File: src/rtl/wb_guard_pkg.sv
// Shared types and constants for the Wishbone timeout guard.
package wb_guard_pkg;

  typedef enum logic [1:0] {
    IDLE = 2'd0,
    WAIT = 2'd1,
    ERR  = 2'd2,
    HOLD = 2'd3
  } wb_state_e;

  localparam logic [31:0] DEFAULT_ERR_DATA = 32'hBAD0_BAD0;

  localparam int ADR_W = 32;
  localparam int DAT_W = 32;
  localparam int SEL_W = 4;

endpackage

File: src/rtl/sat_counter.sv
// Width-parameterised saturating event counter with synchronous clear.
module sat_counter #(
  parameter int W = 16
) (
  input  logic         clk_i,
  input  logic         rst_ni,
  input  logic         clr_i,
  input  logic         inc_i,
  output logic [W-1:0] count_o
);

  logic [W-1:0] count_q;
  logic [W-1:0] count_d;

  // A clear coinciding with an increment still records that one event.
  always_comb begin
    count_d = count_q;
    if (clr_i) begin
      count_d = inc_i ? W'(1) : '0;
    end else if (inc_i && (count_q != '1)) begin
      count_d = count_q + W'(1);
    end
  end

  always_ff @(posedge clk_i or negedge rst_ni) begin
    if (!rst_ni) begin
      count_q <= '0;
    end else begin
      count_q <= count_d;
    end
  end

  assign count_o = count_q;

endmodule

File: src/rtl/wb_timeout_guard.sv
// Wishbone pass-through that force-terminates a cycle the peripheral never acks,
// then blanks one cycle so a late ack cannot complete the next request.
module wb_timeout_guard
  import wb_guard_pkg::*;
#(
  parameter int               TIMEOUT_CYCLES = 255,
  parameter logic [DAT_W-1:0] ERR_DATA       = DEFAULT_ERR_DATA,
  parameter int               CNT_W          = 16
) (
  input  logic             CLK,
  input  logic             nRST,
  input  logic             m_cyc_i,
  input  logic             m_stb_i,
  input  logic             m_we_i,
  input  logic [ADR_W-1:0] m_adr_i,
  input  logic [DAT_W-1:0] m_dat_i,
  input  logic [SEL_W-1:0] m_sel_i,
  output logic             m_ack_o,
  output logic [DAT_W-1:0] m_dat_o,
  output logic             p_cyc_o,
  output logic             p_stb_o,
  output logic             p_we_o,
  output logic [ADR_W-1:0] p_adr_o,
  output logic [DAT_W-1:0] p_dat_o,
  output logic [SEL_W-1:0] p_sel_o,
  input  logic             p_ack_i,
  input  logic [DAT_W-1:0] p_dat_i,
  input  logic             clr_count_i,
  output logic             timeout_o,
  output logic [CNT_W-1:0] timeout_count_o,
  output logic [1:0]       state_o
);

  localparam int                WAIT_W    = $clog2(TIMEOUT_CYCLES + 1);
  localparam logic [WAIT_W-1:0] WAIT_LAST = WAIT_W'(TIMEOUT_CYCLES - 1);

  wb_state_e         state_q;
  logic [WAIT_W-1:0] wait_cnt_q;
  logic              timeout_q;
  logic              req;
  logic              pass;

  // Handshake: a request is live while cyc&stb are high; it completes on the
  // cycle ack is high. The manager may abandon it by dropping cyc or stb.
  assign req  = m_cyc_i & m_stb_i;
  assign pass = (state_q == IDLE) || (state_q == WAIT);

  always_ff @(posedge CLK or negedge nRST) begin
    if (!nRST) begin
      state_q    <= IDLE;
      wait_cnt_q <= '0;
      timeout_q  <= 1'b0;
    end else begin
      timeout_q <= 1'b0;
      case (state_q)
        IDLE: begin
          if (req && !p_ack_i) begin
            state_q    <= WAIT;
            wait_cnt_q <= WAIT_W'(1);
          end
        end
        WAIT: begin
          if (p_ack_i || !req) begin
            state_q    <= IDLE;
            wait_cnt_q <= '0;
          end else if (wait_cnt_q == WAIT_LAST) begin
            state_q    <= ERR;
            wait_cnt_q <= '0;
            timeout_q  <= 1'b1;
          end else begin
            wait_cnt_q <= wait_cnt_q + WAIT_W'(1);
          end
        end
        ERR:     state_q <= HOLD;
        HOLD:    state_q <= IDLE;
        default: state_q <= IDLE;
      endcase
    end
  end

  // Reset gates the request and response paths asynchronously.
  assign p_cyc_o = nRST & pass & m_cyc_i;
  assign p_stb_o = nRST & pass & m_stb_i;
  assign p_we_o  = m_we_i;
  assign p_adr_o = m_adr_i;
  assign p_dat_o = m_dat_i;
  assign p_sel_o = m_sel_i;

  assign m_ack_o = nRST & ((pass & p_ack_i & req) | (state_q == ERR));
  assign m_dat_o = !nRST ? '0 : ((state_q == ERR) ? ERR_DATA : p_dat_i);

  assign timeout_o = timeout_q;
  assign state_o   = state_q;

  sat_counter #(
    .W(CNT_W)
  ) u_timeout_cnt (
    .clk_i  (CLK),
    .rst_ni (nRST),
    .clr_i  (clr_count_i),
    .inc_i  (timeout_q),
    .count_o(timeout_count_o)
  );

endmodule
File: config.mk
export PLATFORM = sky130hd
export DESIGN_NAME = wb_timeout_guard
export DESIGN_NICKNAME = d
export VERILOG_FILES = /design/src/rtl/wb_guard_pkg.sv /design/src/rtl/sat_counter.sv /design/src/rtl/wb_timeout_guard.sv
export SDC_FILE = /design/constraint.sdc
export NUM_CORES = 1
export LEC_CHECK = 0
export CAP_MARGIN = 10
export CORE_MARGIN = 2
export CORE_UTILIZATION = 30
export DETAILED_ROUTE_END_ITERATION = 8
export PLACE_DENSITY = 0.82
export SKIP_LAST_GASP = 1
export SLEW_MARGIN = 10
export SYNTH_ARGS = -nofsm -noshare
export SYNTH_HDL_FRONTEND = slang
export SYNTH_SLANG_ARGS = --single-unit
File: constraint.sdc
create_clock -name CLK -period 2.3 [get_ports CLK]
set_input_delay 0.69 -clock CLK [delete_from_list [all_inputs] [get_ports CLK]]
set_output_delay 0.69 -clock CLK [all_outputs]
set_load 0.01 [all_outputs]
==> results.sh <==
export IMPL_clock_sinks=27
export IMPL_path_cells="clkdlybuf4s50_1, o21a_1, dlygate4sd2_1"
export IMPL_path_max_fanout=1
export IMPL_grt_pass1_wl_um=9800
export IMPL_crit_slowest_cell="clkdlybuf4s50_1"
export IMPL_syn_nets=379
export IMPL_worst_ep_required_time_ns=1.61
export IMPL_drive_gt1_share_pct=11.0
export IMPL_critPathLaunchType="input port"
export IMPL_gp_congestion=0.880
export IMPL_syn_to_final_growth_pct=26.7
export IMPL_setup_violations=0
export IMPL_max_stage_delay_ns=0.41
export IMPL_h_tree_depth=1
export IMPL_clock_latency_ns=0.28
export IMPL_die_h_um=91.2
export IMPL_min_path_type="input port to async pin"
export IMPL_die_x_um=91.2
export IMPL_drt_total_wl_um=6120
export IMPL_outcome="finished, final reports clean"
export IMPL_slew_headroom_pct=53.1
export IMPL_setup_ws_ns=0.0347
export IMPL_p_leak_uw=0.00133
export IMPL_antenna_found_initial=0
export IMPL_post_drt_via_cell_ratio=5.12
export IMPL_clockRootBuffer="clkbuf_8"
export IMPL_slew_viol_final=0
export IMPL_fin_setup_tns_ns=0
export IMPL_drc=0
export IMPL_ys_flop_type="dfrtp_1"
export IMPL_fill_cells=770
export IMPL_fin_skew_ns=0.00510
export IMPL_layout_min_cycle_time_ns=2.27
export IMPL_finalHoldViolCount=0
export IMPL_ant_nets=0
export IMPL_maxCapViolations=0
export IMPL_rsz0062_at_grt="false"
export IMPL_row_count=31
export IMPL_netlist_instances=269
export IMPL_cp_arrival_ns=1.58
export IMPL_io_pin_count=230
export IMPL_fmax_mhz=441
export IMPL_vias=2047
export IMPL_ff2ff_path_depth=5
export IMPL_syn_area_mm2=0.00228
export IMPL_r2r_start="u_timeout_cnt.count_o[0]"
export IMPL_start_util_pct=31.2
export IMPL_ir_worst_vdd_mv=0.223
export IMPL_synth_edf_count=0
export IMPL_core_area_mm2=0.00729
export IMPL_gr_usage_all_layers_pct=14.3
export IMPL_powerDensity_mw_per_mm2=359
export IMPL_yosys_warnings=0
export IMPL_worst_pin_slew_ns=0.696
export IMPL_avgRoutedWirePerCell_um=15.3
export IMPL_power_total_uw=1040
export IMPL_overflow=0
export IMPL_final_nets=412
export IMPL_worstSetupPathType="input port to output port"
export IMPL_endpoint_kind="output port"
export IMPL_ys_seq_elements=27
export IMPL_cts_buffers=3
export IMPL_ff2ff_setup_slack_ns=0.18
export IMPL_ys_seq_area_share_pct=29.7
export IMPL_dr_pass1_iters=4
export IMPL_drt_iter0_drc=47
export IMPL_clk_pin_slew_ns=0.10
export IMPL_port_buffers=91
export IMPL_pre_cts_slack_ns=-0.539
export IMPL_synthDistinctLibCells=46
export IMPL_period_share_pct=98.5
export IMPL_grt_pass1_vias=2008
export IMPL_n_antenna_cell=0
export IMPL_cts_tree="built"
export IMPL_final_util_pct=39.6
export IMPL_synthArstFlopShare_pct=100
export IMPL_grt_start_max_net_pins=21
export IMPL_synth_avg_cell_area_um2=8.47
export IMPL_timing_rr_end="u_timeout_cnt.count_o[12]"
export IMPL_dp_hpwl_um=4910
export IMPL_die_area_mm2=0.00831
export IMPL_clk_path_buf_depth=2
==> cells in the mapped netlist, types with 5 or more instances <==
master / number / share of area, %
a21oi_1: 15 / 3.3
and3_1: 20 / 5.5
buf_4: 69 / 23
clkbuf_1: 9 / 1.5
dfrtp_1: 27 / 30
inv_1: 5 / 0.82
nand2_1: 7 / 1.2
nand3_1: 9 / 2.0
nor2_1: 17 / 2.8
o21a_1: 16 / 5.3
o21ai_0: 7 / 1.5
or4_1: 5 / 1.6
xor2_1: 6 / 2.3
==> power by group <==
part / switching, uW / internal (uW)
Combinational: 103 / 139
Clock: 160 / 123
Sequential: 22.5 / 490
Total: 285 / 752
==> flip-flops by register name, indices dropped and copies added (netlist names), named ones only <==
signal	cells
wait_cnt_q	8
timeout_o	1
state_o	1
u_timeout_cnt.count_o	16
==> cell families after synthesis <==
kind of cell / synth area share [%]
fa+ha+maj: 1.65
flops: 29.7
xor+xnor: 2.31
mux: 0.494
compound gates: 15.6
simple gates: 24.7
buf+inv: 25.6
==> layout make-up <==
class                   instances  area [um2]  share of cell area (%)
well taps                      99         124                    4.29
flip-flops and latches         27         677                    23.5
multi-input cells             156        1020                    35.4
clock buffers                   3        41.3                    1.43
inverters                       5        18.8                   0.650
repair buffers                109         996                    34.5
clock inverters                 1        7.51                   0.260
==> metal layers <==
metal	up-vias	global-route usage, %	wire length, um
met3	28	4.48	565
met4	0	7.32	264
met2	116	25.2	3080
li1	948	-	-
met5	-	0	0
met1	955	15.4	2210
==> worst max-delay path, delay by kind of cell <==
| family | cells | cell delay (ns) |
|---|---|---|
| AOI/OAI and AO/OA | 1 | 0.18 |
| buffers and inverters | 2 | 0.71 |
==> worst max-delay path by stage <==
stage / from / depth (start not counted) / endpoint / slack, ns
detailed placement: m_stb_i / 4 / m_ack_o / -0.54
floorplan: flip-flop / 4 / m_dat_o[12] / 0.30
global placement: m_stb_i / 4 / m_ack_o / -0.54
CTS: m_stb_i / 4 / m_ack_o / -0.19
finish: p_dat_i[9] / 3 / m_dat_o[9] / 0.03
global route: flip-flop / 4 / m_dat_o[29] / 0.0007
==> placed cells by master (no fill, tap or decap), types with 2 or more instances in the layout <==
| cell type | Yosys | routed |
|---|---|---|
| o21a_1 | 16 | 16 |
| a31oi_1 | 2 | 2 |
| inv_1 | 5 | 5 |
| nor3_1 | 2 | 2 |
| nand4_1 | 3 | 3 |
| o211ai_1 | 3 | 3 |
| and3_1 | 20 | 20 |
| o2111ai_1 | 2 | 2 |
| nor2b_1 | 3 | 3 |
| a21oi_1 | 15 | 15 |
| nor2_1 | 17 | 17 |
| xor2_1 | 6 | 6 |
| o21ai_0 | 7 | 7 |
| dlymetal6s2s_1 | 0 | 3 |
| or3_1 | 4 | 4 |
| o31ai_1 | 3 | 3 |
| o41ai_1 | 2 | 2 |
| ha_1 | 3 | 3 |
| or2_1 | 2 | 2 |
| nand3_1 | 9 | 9 |
| and3b_1 | 2 | 2 |
| clkbuf_8 | 0 | 3 |
| or4_1 | 5 | 5 |
| nand2_1 | 7 | 7 |
| dfrtp_1 | 27 | 26 |
| nand2b_1 | 3 | 3 |
| clkdlybuf4s50_1 | 0 | 52 |
| buf_4 | 69 | 19 |
| dlygate4sd2_1 | 0 | 32 |
| buf_2 | 1 | 3 |
| and4_1 | 4 | 4 |
==> what timing repair did <==
action	in CTS	in global routing
gates resized for setup	43	8
hold buffers	0	0
buffers inserted	1	1
endpoints found under the setup margin	35	10
pin swaps	0	1
==> through the flow <==
step           hold slack [ns]  area, um2  cells
5_1_grt                  0.215       2890    400
4_1_cts                  0.219       2870    399
2_1_floorplan            0.394       2280    269
3_5_place_dp             0.541       2860    394
6_report                 0.228       2890    400
3_3_place_gp             0.526       2860    394
Note: power is estimated with default switching activity, not from simulation.
